===== src/rtl/packet_demux.sv =====
`default_nettype none
// ============================================================================
// Module      : packet_demux
// Description : Router input stage. Frames a byte-serial packet stream and
//               forwards each packet to the first channel whose address matches
//               the header destination; unmatched or oversize packets are dropped.
//               Optional CRC checking is enabled by defining CRC_CHECK_EN.
// Revision    : 1.0 - initial release
// ============================================================================
module packet_demux #(
    parameter int MAX_LEN = 63
) (
    input  logic       clk,
    input  logic       rst_n,
    input  logic [7:0] din,
    input  logic       din_en,
    input  logic [1:0] ch0_addr,
    input  logic [1:0] ch1_addr,
    input  logic [1:0] ch2_addr,
    input  logic       crc_en,
    output logic [7:0] ch0_dout,
    output logic       ch0_valid,
    output logic [7:0] ch1_dout,
    output logic       ch1_valid,
    output logic [7:0] ch2_dout,
    output logic       ch2_valid,
    output logic       busy,
    output logic       crc_err,
    output logic       drop
);

    localparam logic [1:0] c_st_idle    = 2'd0;
    localparam logic [1:0] c_st_payload = 2'd1;
    localparam logic [1:0] c_st_crc     = 2'd2;
    localparam logic [1:0] c_st_drop    = 2'd3;
    localparam logic [6:0] c_max_len    = 7'(MAX_LEN);

    logic [1:0] r_state, w_state_nxt;
    logic [5:0] r_cnt, w_cnt_nxt;
    logic [1:0] r_sel, w_sel_nxt;
    logic       r_crc_en, w_crc_en_nxt;

    logic [5:0] w_hdr_len;
    logic [1:0] w_hdr_dest;
    logic [1:0] w_hdr_sel;
    logic       w_hit;
    logic       w_route;
    logic       w_fwd;
    logic [1:0] w_fwd_ch;
    logic       w_drop;

    assign w_hdr_len  = din[7:2];
    assign w_hdr_dest = din[1:0];
    assign busy       = (r_state != c_st_idle);

    // Header decode: first matching channel wins, ch0 highest priority
    always_comb begin
        w_hdr_sel = 2'd0;
        w_hit     = 1'b1;
        if (w_hdr_dest == ch0_addr) begin
            w_hdr_sel = 2'd0;
        end else if (w_hdr_dest == ch1_addr) begin
            w_hdr_sel = 2'd1;
        end else if (w_hdr_dest == ch2_addr) begin
            w_hdr_sel = 2'd2;
        end else begin
            w_hit = 1'b0;
        end
        w_route = w_hit && ({1'b0, w_hdr_len} <= c_max_len);
    end

    // r_cnt holds payload bytes still expected; in DROP a zero count means
    // the next accepted byte is the trailing CRC
    always_comb begin
        w_state_nxt  = r_state;
        w_cnt_nxt    = r_cnt;
        w_sel_nxt    = r_sel;
        w_crc_en_nxt = r_crc_en;
        w_fwd        = 1'b0;
        w_fwd_ch     = r_sel;
        w_drop       = 1'b0;
        if (din_en) begin
            case (r_state)
                c_st_idle: begin
                    w_sel_nxt    = w_hdr_sel;
                    w_crc_en_nxt = crc_en;
                    w_cnt_nxt    = w_hdr_len;
                    if (w_route) begin
                        w_fwd    = 1'b1;
                        w_fwd_ch = w_hdr_sel;
                        if (w_hdr_len != 6'd0) begin
                            w_state_nxt = c_st_payload;
                        end else if (crc_en) begin
                            w_state_nxt = c_st_crc;
                        end
                    end else begin
                        w_drop = 1'b1;
                        if ((w_hdr_len != 6'd0) || crc_en) begin
                            w_state_nxt = c_st_drop;
                        end
                    end
                end
                c_st_payload: begin
                    w_fwd     = 1'b1;
                    w_cnt_nxt = r_cnt - 6'd1;
                    if (r_cnt == 6'd1) begin
                        w_state_nxt = r_crc_en ? c_st_crc : c_st_idle;
                    end
                end
                c_st_crc: begin
                    w_fwd       = 1'b1;
                    w_state_nxt = c_st_idle;
                end
                c_st_drop: begin
                    if (r_cnt == 6'd0) begin
                        w_state_nxt = c_st_idle;
                    end else begin
                        w_cnt_nxt = r_cnt - 6'd1;
                        if ((r_cnt == 6'd1) && !r_crc_en) begin
                            w_state_nxt = c_st_idle;
                        end
                    end
                end
                default: w_state_nxt = c_st_idle;
            endcase
        end
    end

    always_ff @(posedge clk or negedge rst_n) begin
        if (!rst_n) begin
            r_state   <= c_st_idle;
            r_cnt     <= 6'd0;
            r_sel     <= 2'd0;
            r_crc_en  <= 1'b0;
            ch0_dout  <= 8'd0;
            ch1_dout  <= 8'd0;
            ch2_dout  <= 8'd0;
            ch0_valid <= 1'b0;
            ch1_valid <= 1'b0;
            ch2_valid <= 1'b0;
            drop      <= 1'b0;
        end else begin
            r_state   <= w_state_nxt;
            r_cnt     <= w_cnt_nxt;
            r_sel     <= w_sel_nxt;
            r_crc_en  <= w_crc_en_nxt;
            ch0_valid <= w_fwd && (w_fwd_ch == 2'd0);
            ch1_valid <= w_fwd && (w_fwd_ch == 2'd1);
            ch2_valid <= w_fwd && (w_fwd_ch == 2'd2);
            if (w_fwd && (w_fwd_ch == 2'd0)) ch0_dout <= din;
            if (w_fwd && (w_fwd_ch == 2'd1)) ch1_dout <= din;
            if (w_fwd && (w_fwd_ch == 2'd2)) ch2_dout <= din;
            drop      <= w_drop;
        end
    end

`ifdef CRC_CHECK_EN
    logic [7:0] r_crc;
    logic       r_crc_err;
    logic       w_crc_byte;

    assign w_crc_byte = din_en && (r_state == c_st_crc);

    // Running XOR restarts on every header; dropped packets never reach CRC state
    always_ff @(posedge clk or negedge rst_n) begin
        if (!rst_n) begin
            r_crc     <= 8'd0;
            r_crc_err <= 1'b0;
        end else begin
            r_crc_err <= w_crc_byte && (din != r_crc);
            if (din_en) begin
                r_crc <= (r_state == c_st_idle) ? din : (r_crc ^ din);
            end
        end
    end

    assign crc_err = r_crc_err;
`else
    assign crc_err = 1'b0;
`endif

endmodule
`default_nettype wire

===== config.mk =====
export PLATFORM = sky130hd
export DESIGN_NAME = packet_demux
export DESIGN_NICKNAME = d
export VERILOG_FILES = /design/src/rtl/packet_demux.sv
export SDC_FILE = /design/constraint.sdc
export NUM_CORES = 1
export LEC_CHECK = 0
export ABC_AREA = 1
export CORE_UTILIZATION = 45
export CTS_BUF_LIST = sky130_fd_sc_hd__clkbuf_16
export DETAILED_ROUTE_END_ITERATION = 16
export PLACE_DENSITY = 0.7
export SYNTH_ARGS = -nofsm -noshare
export SYNTH_HDL_FRONTEND = slang
export SYNTH_SLANG_ARGS = --single-unit

===== constraint.sdc =====
create_clock -name clk -period 4.4 [get_ports clk]
set_input_delay 1.1 -clock clk [delete_from_list [all_inputs] [get_ports clk]]
set_output_delay 1.1 -clock clk [all_outputs]
set_load 0.1 [all_outputs]

* Yosys cells after proc, flatten, opt, wreduce, memory -nomap -nowiden
Index checks and enable logic that the tools add are counted.
Widths: inputs -> output; s select.
** Word-level totals
- Register bits :: 39
- Bits in latches :: 0
- RAM bits :: 0
- Bits in read-only memories :: 0
- Input port bits :: 18
- Output and inout bits :: 30
- Logic and storage cells :: 68
- Memories kept :: 0
** Cells by class
- Add/subtract/negate cells :: 1
- Multipliers :: 0
- Div/mod/pow operators :: 0
- Magnitude comparators :: 0
- Equal/unequal tests :: 14
- Shift-type cells :: 0
- Mux-type cells :: 26
- Bitwise operators :: 0
- Reductions and logical operators :: 16
** Operator list (count)
- $mux 2 :: 14
- $pmux 6 s3 :: 1
- $mux 1 :: 8
- $pmux 2 s4 :: 1
- $eq 2x2->1 :: 3
- $eq 2x2->1 const B :: 3
- $eq 6x1->1 const B :: 1
- $logic_not 6->1 :: 1
- $mux 6 :: 1
- $ne 3x3->1 const B :: 2
- $reduce_bool 6->1 :: 1
- $sub 6x1->6 const B :: 1
- $reduce_and 5->1 :: 1
- $eq 2x1->1 const B :: 2
- $logic_and 1x1->1 :: 4
- $logic_not 2->1 :: 2
- $ne 2x2->1 const B :: 2
- $ne 4x4->1 const B :: 1
- $reduce_and 3->1 :: 1
- $reduce_bool 3->1 :: 1
- $pmux 1 s2 :: 1
- $reduce_and 2->1 :: 1
- $reduce_bool 2->1 :: 1
- $reduce_or 2->1 :: 1
- other kinds (2) :: 2

* Longest topological paths before layout
Gate-level depths: netlist of the first run.
- Depth in word-level cells :: 9
- Depth in mapped cells :: 14
- Depth with buffers taken out :: 12

* Worst setup path before layout of the first run
Ideal clock, no wire load.
- Path type :: input to register
- From :: input din[1]
- To :: register ch0_dout[0]
- Library setup time :: 0.122 ns
- Arrival :: 2.264 ns
- Required time :: 4.278 ns
- Slack :: 2.014 ns
- Stages :: 14
- Path buffers :: 2
- Path through :: buf_4 inv_4 nand2_1 nand2_1 nand2_2 nand3_4 nand2_4 nand2_1 nand2_2 buf_6 nor2_8 nand2_4 nand2_1 nand2_1
** On the way
- Cells in the longest elaborated chain, start to end :: 9
- Elaborated cells on any way between the ends :: 17
- Classes of those cells :: 3 x eq/ne; 12 x mux; 2 x reduce/logical
** Ends and longest elaborated chain
- start, declared :: line 15 : input logic [7:0] din,
- $eq 2x2->1 :: line 64 : end else if (w_hdr_dest == ch2_addr) begin
- $mux 1 or $mux 2 (tied branches) :: line 64
- $mux 1 or $mux 2 (tied branches) :: line 62 : end else if (w_hdr_dest == ch1_addr) begin
- $mux 1 or $mux 2 (tied branches) :: line 60 : if (w_hdr_dest == ch0_addr) begin
- $mux 2 :: line 88 : if (w_route) begin
- $mux 2 :: line 83 : case (r_state)
- $mux 2 :: line 82 : if (din_en) begin
- $logic_not 2->1 :: line 150 : if (w_fwd && (w_fwd_ch == 2'd0)) ch0_dout <= din;
- $logic_and 1x1->1 * :: line 150
- end signal, assigned :: line 150
- end, declared :: line 21 : output logic [7:0] ch0_dout,
Every way passes the cells marked *; elsewhere a longest branch is shown, timed or not.
A chain may end at the register's enable or synchronous reset.

* Worst setup path after layout of the first run
- From :: register r_state[0]
- To :: output busy
** On the way
- Cells in the longest elaborated chain, start to end :: 1
** Ends and longest elaborated chain
- start, declared :: line 38 : logic [1:0] r_state, w_state_nxt;
- start signal, assigned :: line 131 : r_state <= c_st_idle;
- start signal, assigned :: line 143 : r_state <= w_state_nxt;
- $reduce_bool 2->1 :: line 54 : assign busy = (r_state != c_st_idle);
- end, declared :: line 27 : output logic busy,
No other way between the ends.

==> impl_metrics.json, run 1 <==
{
  "crit_fanout": 4,
  "fin_nets": 340,
  "hold_viol_final": 0,
  "synthArstFlopShare_pct": 100.0,
  "synth-main-ff-cell": "dfrtp_1",
  "synth_top_area_share_pct": 45.43,
  "outcome": "finished, final reports clean",
  "die-area_mm2": 0.005055,
  "hpwl_mm": 3.399,
  "cts_setup_buffers": 0,
  "cts_resized": 0,
  "ys_warn_count": 0,
  "area_growth_pct": 27.84,
  "cts.htree.levels": 2,
  "timing.fmax_mhz": 306.1,
  "drv_cap": 0,
  "finalMaxSlewViolations": 0,
  "start_util_pct": 48.01,
  "clock-sinks": 39,
  "gp_congestion": 0.8498,
  "clk_latency_ns": 0.28,
  "first_global_vias": 1727,
  "start_kind": "register",
  "yosysMostFrequentCell": "nand2_1",
  "dr.pass1.iters": 10,
  "drcViolationCount": 0,
  "grt_use_total_pct": 19.69,
  "finClkSkew_ns": 0.003194,
  "crit_chain": "inv_1 -> ha_1 -> inv_1 -> clkdlybuf4s50_1",
  "port_buffers": 46,
  "drt_iter0_markers": 137,
  "grt_pass1_wl_mm": 7.879,
  "hold_class": "reg2reg",
  "synth_nets": 294,
  "whs_path_depth": 2,
  "die_height_um": 71.10,
  "rsz0062_at_grt": "false",
  "layout_min_cycle_time_ns": 3.267,
  "drtAntennaViolNets": 0,
  "cts_root_buffer": "clkbuf_16",
  "max_slew_margin_pct": 34.93,
  "syn_area_per_cell_um2": 8.016,
  "critPathSlowestCell": "clkdlybuf4s50_1",
  "critical_path_class": "reg2out",
  "via_count": 1838,
  "via_per_inst": 5.008,
  "synth-edff-count": 0,
  "endpoint_kind": "output pin",
  "finalWirelength_mm": 4.582,
  "clockBufferDepth": 2,
  "cts_inserted_buffers": 5,
  "syn_inst": 268,
  "synth.distinct_cells": 29,
  "worst_pin_slew_ns": 0.9729,
  "io_pins": 48,
  "hold_buffers": 0,
  "die_w_um": 71.10,
  "grt_max_degree": 40,
  "fp-row-count": 24,
  "clkTransAtPathRegs_ns": 0.06,
  "cpMostUsedCell": "inv_1",
  "grt_overflow": 0,
  "setup_viol": 0,
  "post-route-period-util_pct": 74.24,
  "post_drt_wl_per_cell_um": 12.49,
  "synth_common_cells": "nand2_1 (102), dfrtp_1 (39), inv_1 (23)",
  "syn-cell-area_mm2": 0.002148,
  "worstHoldEndpoint": "ch2_dout[5]",
  "worstRegToRegCells": 9,
  "slowest_delay_ns": 1.13,
  "synth_seq_cells": 39,
  "antenna_found_initial": 0,
  "drive_gt1_share_pct": 8.571,
  "worstPathRequired_ns": 3.30,
  "reg2reg_to": "ch1_dout[7]",
  "synth.area.top_cells": "dfrtp_1 (45%), nand2_1 (18%), nand3_1 (4.9%)",
  "synth_top_cell_by_area": "dfrtp_1",
  "tns_ns": 0,
  "timing.rr.start": "r_state[0]",
  "r2r_slack_ns": 2.19,
  "antennaDiodeCount": 0,
  "hp-start": "ch2_dout[5]",
  "ys_seq_area_share_pct": 45.43,
  "tritoncts": "yes",
  "coreArea_mm2": 0.004474,
  "arrival_ns": 2.17
}
[layer usage]
layer / part of all wire, % / vias to the layer above / wire (µm) / track usage, %
met3: 4.5 / 5 / 208 / 3.134
met5: 0 / - / 0 / 0
met2: 47 / 44 / 2149 / 33.23
met4: 0.72 / 0 / 33 / 4.667
li1: - / 941 / - / -
met1: 48 / 848 / 2190 / 26.75
[sequential cells by signal (all words and copies together) (netlist names)]
name	cells
ch0_dout	8
ch0_valid	1
ch1_dout	8
ch1_valid	1
ch2_dout	8
ch2_valid	1
drop	1
r_cnt	6
r_crc_en	1
r_sel	2
r_state	2
[logic make-up (layout without fill, tap and decap cells)]
logic type,count (synthesis),in the layout,synth area share (%)
and+or+nand+nor,162,162,34.83
DFF,39,39,45.43
buffers and inverters,35,82,8.095
AOI/OAI and AO/OA,21,21,6.000
adders and majority gates,8,8,4.659
xor gates and xnor gates,2,2,0.8155
other,1,1,0.1746
[worst max-delay path by stage]
stage                           from     endpoint  slack (ns)  cells past startpoint
final                     r_state[0]         busy        1.13                      4
after global routing      r_state[0]         busy        1.03                      4
after CTS                 r_state[0]         busy        1.12                      4
after detailed placement      din[0]  ch1_dout[0]        1.02                     10
after global placement        din[0]  ch1_dout[0]        1.07                     10
after floorplan               din[1]  ch0_dout[0]        2.01                     14
[per-stage QoR]
step	std cells	setup WS, ns	area (µm²)	hold WS (ns)	utilization [%]
6_report	367	1.133	2746	0.4700	61.38
5_1_grt	367	1.030	2746	0.4897	61.38
4_1_cts	367	1.124	2746	0.4742	61.38
3_5_place_dp	359	1.024	2605	0.4604	58.22
3_3_place_gp	359	1.067	2605	0.4560	58.22
2_1_floorplan	268	2.014	2148	0.4496	-
[final cells by class]
| type | instances | area (µm²) |
|---|---|---|
| Multi-Input combinational cell | 194 | 998.5 |
| Inverter | 28 | 110.1 |
| Sequential cell | 39 | 975.9 |
| Timing Repair Buffer | 46 | 455.4 |
| Fill cell | 406 | 1728 |
| Tap cell | 52 | 65.06 |
| Clock inverter | 3 | 16.27 |
| Clock buffer | 5 | 125.1 |
[layout by cell type (no fill, tap or decap)]
cell type	Yosys	routed
nor3_1	2	2
a31oi_1	1	1
clkbuf_16	0	5
clkdlybuf4s50_1	0	45
nand3_1	21	21
dfrtp_1	39	39
o211ai_1	1	1
inv_1	23	24
nand3_4	2	2
o21ai_0	13	13
inv_2	3	3
a32oi_1	1	1
xor2_1	2	2
a21oi_1	2	2
nor2_2	1	1
nor2_8	1	1
buf_2	0	1
inv_4	2	2
nand2_4	2	2
nand4_1	9	9
nand2_1	102	102
o22ai_1	1	1
ha_1	8	8
o221ai_1	1	1
conb_1	1	1
nand2_2	5	5
clkinv_2	0	1
a21oi_4	1	1
nor2_4	2	2
nor2_1	15	15
clkinvlp_4	0	1
[worst max-delay path: cells and delay by family, from the launching register on]
family / cells / cell delay [ns]
fa+ha+maj: 1 / 0.21
buf+inv: 3 / 1.30
flops: 1 / 0.37
Power of run 1 is left out: the tool's default activity adds up to more than one toggle a clock period on the data nets, which glitch-free logic cannot reach.
==> inputs of run 2 (changes only) <==
Settings changed: PLACE_DENSITY 0.7 to 0.72.
Clock period 4.4 ns to 2.7 ns, I/O delays scaled along.
==> run 2 against run 1 <==
Utilization fell by 0.67 points. Via count decreased by 1.4%. Non-clock buffer count rose by 4. Die area did not move. Count of clock-buffer cells in the layout is the same. Critical path depth is 8 higher. First-iteration DRC count is 10% higher. Worst setup slack worse by 0.76 ns. Routed wire length is 1.9% lower. Clock skew is 0.0020 ns higher.
==> impl_metrics.json, run 2 (same netlist as run 1, synthesis figures left out) <==
{
  "drcViolationCount": 0,
  "post_drt_wl_per_cell_um": 12.12,
  "clkTransAtPathRegs_ns": 0.06,
  "area_growth_pct": 26.44,
  "gp_congestion": 0.7982,
  "hold_class": "reg2reg",
  "via_per_inst": 4.884,
  "clk_latency_ns": 0.28,
  "post-route-period-util_pct": 86.11,
  "tritoncts": "yes",
  "setup_viol": 0,
  "grt_max_degree": 40,
  "clock-sinks": 39,
  "cts_root_buffer": "clkbuf_16",
  "grt_overflow": 0,
  "finalMaxSlewViolations": 0,
  "timing.fmax_mhz": 430.1,
  "dr.pass1.iters": 6,
  "die-area_mm2": 0.005055,
  "finClkSkew_ns": 0.005189,
  "hpwl_mm": 3.348,
  "coreArea_mm2": 0.004474,
  "crit_chain": "clkdlybuf4s50_1 -> nand2_1 -> nand2_1 -> nand2_2 -> nand3_4 -> nand2_4 -> nand2_1 -> nand2_2 -> nor2_4 -> nand2_2 -> nand2_1 -> nand2_1",
  "grt_use_total_pct": 19.34,
  "critPathSlowestCell": "clkdlybuf4s50_1",
  "grt_pass1_wl_mm": 7.652,
  "rsz0062_at_grt": "false",
  "antenna_found_initial": 0,
  "cts.htree.levels": 2,
  "layout_common_cells": "nand2_1 (102), dfrtp_1 (39), buf_4 (32)",
  "io_pins": 48,
  "critical_path_class": "in2reg",
  "whs_path_depth": 2,
  "r2r_slack_ns": 0.76,
  "fp-row-count": 24,
  "start_util_pct": 48.01,
  "hp-start": "ch0_dout[4]",
  "finalWirelength_mm": 4.497,
  "hold_buffers": 0,
  "clockBufferDepth": 2,
  "drt_iter0_markers": 151,
  "worstHoldEndpoint": "ch0_dout[4]",
  "arrival_ns": 2.48,
  "die_height_um": 71.10,
  "crit_buf_inv": 1,
  "cts_setup_buffers": 0,
  "antennaDiodeCount": 0,
  "drtAntennaViolNets": 0,
  "max_slew_margin_pct": 41.69,
  "worst_pin_slew_ns": 0.8746,
  "cts_resized": 0,
  "fin_nets": 344,
  "crit_fanout": 11,
  "reg_top3": "ch0_dout (8), ch1_dout (8), ch2_dout (8)",
  "place_inst": 363,
  "port_buffers": 46,
  "outcome": "finished, final reports clean",
  "drive_gt1_share_pct": 18.81,
  "cts_inserted_buffers": 5,
  "via_count": 1812,
  "fin_cells": 371,
  "nFillCells": 419,
  "final_common_cell": "nand2_1",
  "endpoint_kind": "register",
  "start_kind": "input pin",
  "worstRegToRegCells": 11,
  "drv_cap": 0,
  "layout_min_cycle_time_ns": 2.325,
  "worstPathRequired_ns": 2.86,
  "cp_top_family": "simple AND/OR/NAND/NOR gates",
  "die_w_um": 71.10,
  "tns_ns": 0,
  "cpMostUsedCell": "nand2_1",
  "hold_viol_final": 0,
  "timing.rr.start": "r_state[0]",
  "reg2reg_to": "ch1_dout[4]",
  "critical_path_cell_count": 12,
  "slowest_delay_ns": 0.62,
  "first_global_vias": 1670
}
[run 2: per-stage QoR]
step	area (µm²)	setup slack (ns)	utilization, %	hold WS (ns)
6_report	2716	0.3751	60.71	0.4679
5_1_grt	2716	0.1590	60.71	0.4902
4_1_cts	2716	0.3829	60.71	0.4765
3_5_place_dp	2575	0.08473	57.55	0.4619
3_3_place_gp	2575	0.1377	57.55	0.4580
2_1_floorplan	2148	0.7386	-	0.3794
[run 2: worst max-delay path by stage]
stage / start / to
6_report: din[0] / ch1_dout[4]
5_1_grt: din[0] / ch1_dout[4]
4_1_cts: din[0] / ch1_dout[4]
3_5_place_dp: din[1] / ch1_dout[4]
3_3_place_gp: din[0] / ch1_dout[5]
2_1_floorplan: din[1] / ch0_dout[0]
[run 2: metal layers]
layer	global-route usage (%)	share of wire (%)
met2	31.94	49
met1	25.39	46
met5	0	0
met3	3.846	4.4
met4	6.889	0.42
[run 2: layout make-up]
cell class,count,area [µm²],area share (%)
Sequential cell,39,975.9,35.93
Clock buffer,5,125.1,4.606
Multi-Input combinational cell,194,998.5,36.76
Timing Repair Buffer,50,425.4,15.66
Clock inverter,3,16.27,0.5988
Tap cell,52,65.06,2.395
Inverter,28,110.1,4.053
[run 2: worst min-delay path: cells and delay by family (launching register included)]
family           cells  cell delay (ns)
AND/OR/NAND/NOR      2             0.09
flip-flops           1             0.34
Power of run 2 is left out for the same reason.
==> inputs of run 3 (changes only) <==
Settings changed: CORE_MARGIN from default to 8, CTS_CLUSTER_DIAMETER from default to 60.
==> run 3 against run 2 <==
Critical path depth unchanged. Global-route usage shrank 4.3 points. Worst hold slack improved by 0.0082 ns. Fmax fell by 2.2%. Sequential share of layout area is 0.78 points lower. Design area rose by 2.2%. Final cell count rose by 1.6%. Utilization shrank 1.1 points. Die area rose by 43%. Via count increased by 2.5%. Register-to-register slack got worse by 0.04 ns.
==> impl_metrics.json, run 3 (same netlist as run 1, synthesis figures left out) <==
{
  "cts_inserted_buffers": 5,
  "fp-row-count": 25,
  "io_pins": 48,
  "timing.fmax_mhz": 420.9,
  "grt_max_degree": 40,
  "layout_common_cells": "nand2_1 (102), dfrtp_1 (39), buf_4 (36)",
  "finalWirelength_mm": 4.937,
  "tritoncts": "yes",
  "post-route-util_pct": 59.57,
  "tns_ns": 0,
  "drv_cap": 0,
  "layout_min_cycle_time_ns": 2.376,
  "grt_overflow": 0,
  "dr.pass1.iters": 4,
  "use_met3_pct": 3.764,
  "worst_pin_slew_ns": 0.8792,
  "cts_setup_buffers": 0,
  "grt_use_met2_pct": 25.78,
  "hold_viol_final": 0,
  "die-area_mm2": 0.007241,
  "clockBufferDepth": 2,
  "antenna_found_initial": 0,
  "start_kind": "input pin",
  "drive_gt1_share_pct": 20.12,
  "drcViolationCount": 0,
  "hold_class": "reg2reg",
  "antennaDiodeCount": 0,
  "clock-sinks": 39,
  "endpoint_kind": "register",
  "rsz0062_at_grt": "false",
  "fin_nets": 348,
  "clkTransAtPathRegs_ns": 0.06,
  "outcome": "finished, final reports clean",
  "busiest_layer": "met2",
  "first_global_vias": 1888,
  "area_growth_pct": 29.24,
  "via_count": 1857,
  "gp_congestion": 0.8371,
  "final_common_cell": "nand2_1",
  "worstPathRequired_ns": 2.87,
  "finalMaxSlewViolations": 0,
  "setup_viol": 0,
  "post-route-period-util_pct": 88.00,
  "port_buffers": 46,
  "dpl_cell_area_mm2": 0.002608,
  "grt_use_met1_pct": 17.61,
  "hold_buffers": 0,
  "clk_latency_ns": 0.28,
  "drt_iter0_markers": 172,
  "arrival_ns": 2.55,
  "critical_path_class": "in2reg",
  "max_slew_margin_pct": 41.39,
  "crit_fanout": 11,
  "coreArea_mm2": 0.004661,
  "finClkSkew_ns": 0.004494,
  "start_util_pct": 46.09,
  "die_height_um": 85.10,
  "hpwl_mm": 3.785,
  "reg_top3": "ch0_dout (8), ch1_dout (8), ch2_dout (8)",
  "stdcell_area_mm2": 0.002776,
  "grt_use_total_pct": 15.07,
  "post_drt_wl_per_cell_um": 13.10,
  "grt_pass1_wl_mm": 8.859,
  "cts_root_buffer": "clkbuf_16",
  "via_per_inst": 4.926,
  "cts.htree.levels": 2,
  "cts_resized": 0,
  "die_w_um": 85.10,
  "drtAntennaViolNets": 0
}
run 3: changes by cell type in the layout (fill, tap and decap cells not counted):
cell | previous run | this run
buf_4 | 32 | 36
bufinv_16 | 0 | 1
clkinv_4 | 0 | 1
clkinvlp_4 | 1 | 0
inv_1 | 24 | 23
run 3: area by class of cell:
class	count	area (µm²)
Fill cell	411	1884
Multi-Input combinational cell	194	998.5
Sequential cell	39	975.9
Timing Repair Buffer	54	455.4
Clock buffer	5	125.1
Inverter	28	110.1
Tap cell	54	67.56
Clock inverter	3	43.79
run 3: critical path, cell delays in order:
cell,delay [ns]
clkdlybuf4s50_1,0.60
nand2_1,0.08
nand2_1,0.08
nand2_2,0.09
nand3_4,0.12
nand2_4,0.07
nand2_1,0.07
nand2_2,0.20
nor2_4,0.26
nand2_2,0.16
nand2_1,0.10
nand2_1,0.06
run 3: stage by stage:
step	setup slack (ns)	std cells	hold slack (ns)
detailed placement	0.02271	369	0.4649
floorplan	0.7386	268	0.3794
CTS	0.3142	377	0.4783
finish	0.3239	377	0.4761
global route	0.08794	377	0.5060
global placement	0.09143	369	0.4568
run 3: path summary, 6_finish.rpt:
path / endpoint / slack [ns] / cells after the start / startpoint
min in group asynchronous: r_cnt[0] / 0.50 / 1 / rst_n
setup / recovery: ch1_dout[6] / 0.32 / 12 / din[0]
hold reg to reg: ch0_dout[0] / 0.48 / 2 / ch0_dout[0]
max in group asynchronous: ch1_dout[1] / 1.63 / 1 / rst_n
setup reg to reg: ch1_dout[6] / 0.72 / 11 / r_state[0]
hold / removal: ch0_dout[0] / 0.48 / 2 / ch0_dout[0]
run 3: per-layer routing:
layer	up-vias	wire length [µm]
li1	963	-
met1	842	2162
met2	43	2419
met3	9	267
met4	0	89
met5	-	0
Power of run 3 is left out for the same reason.
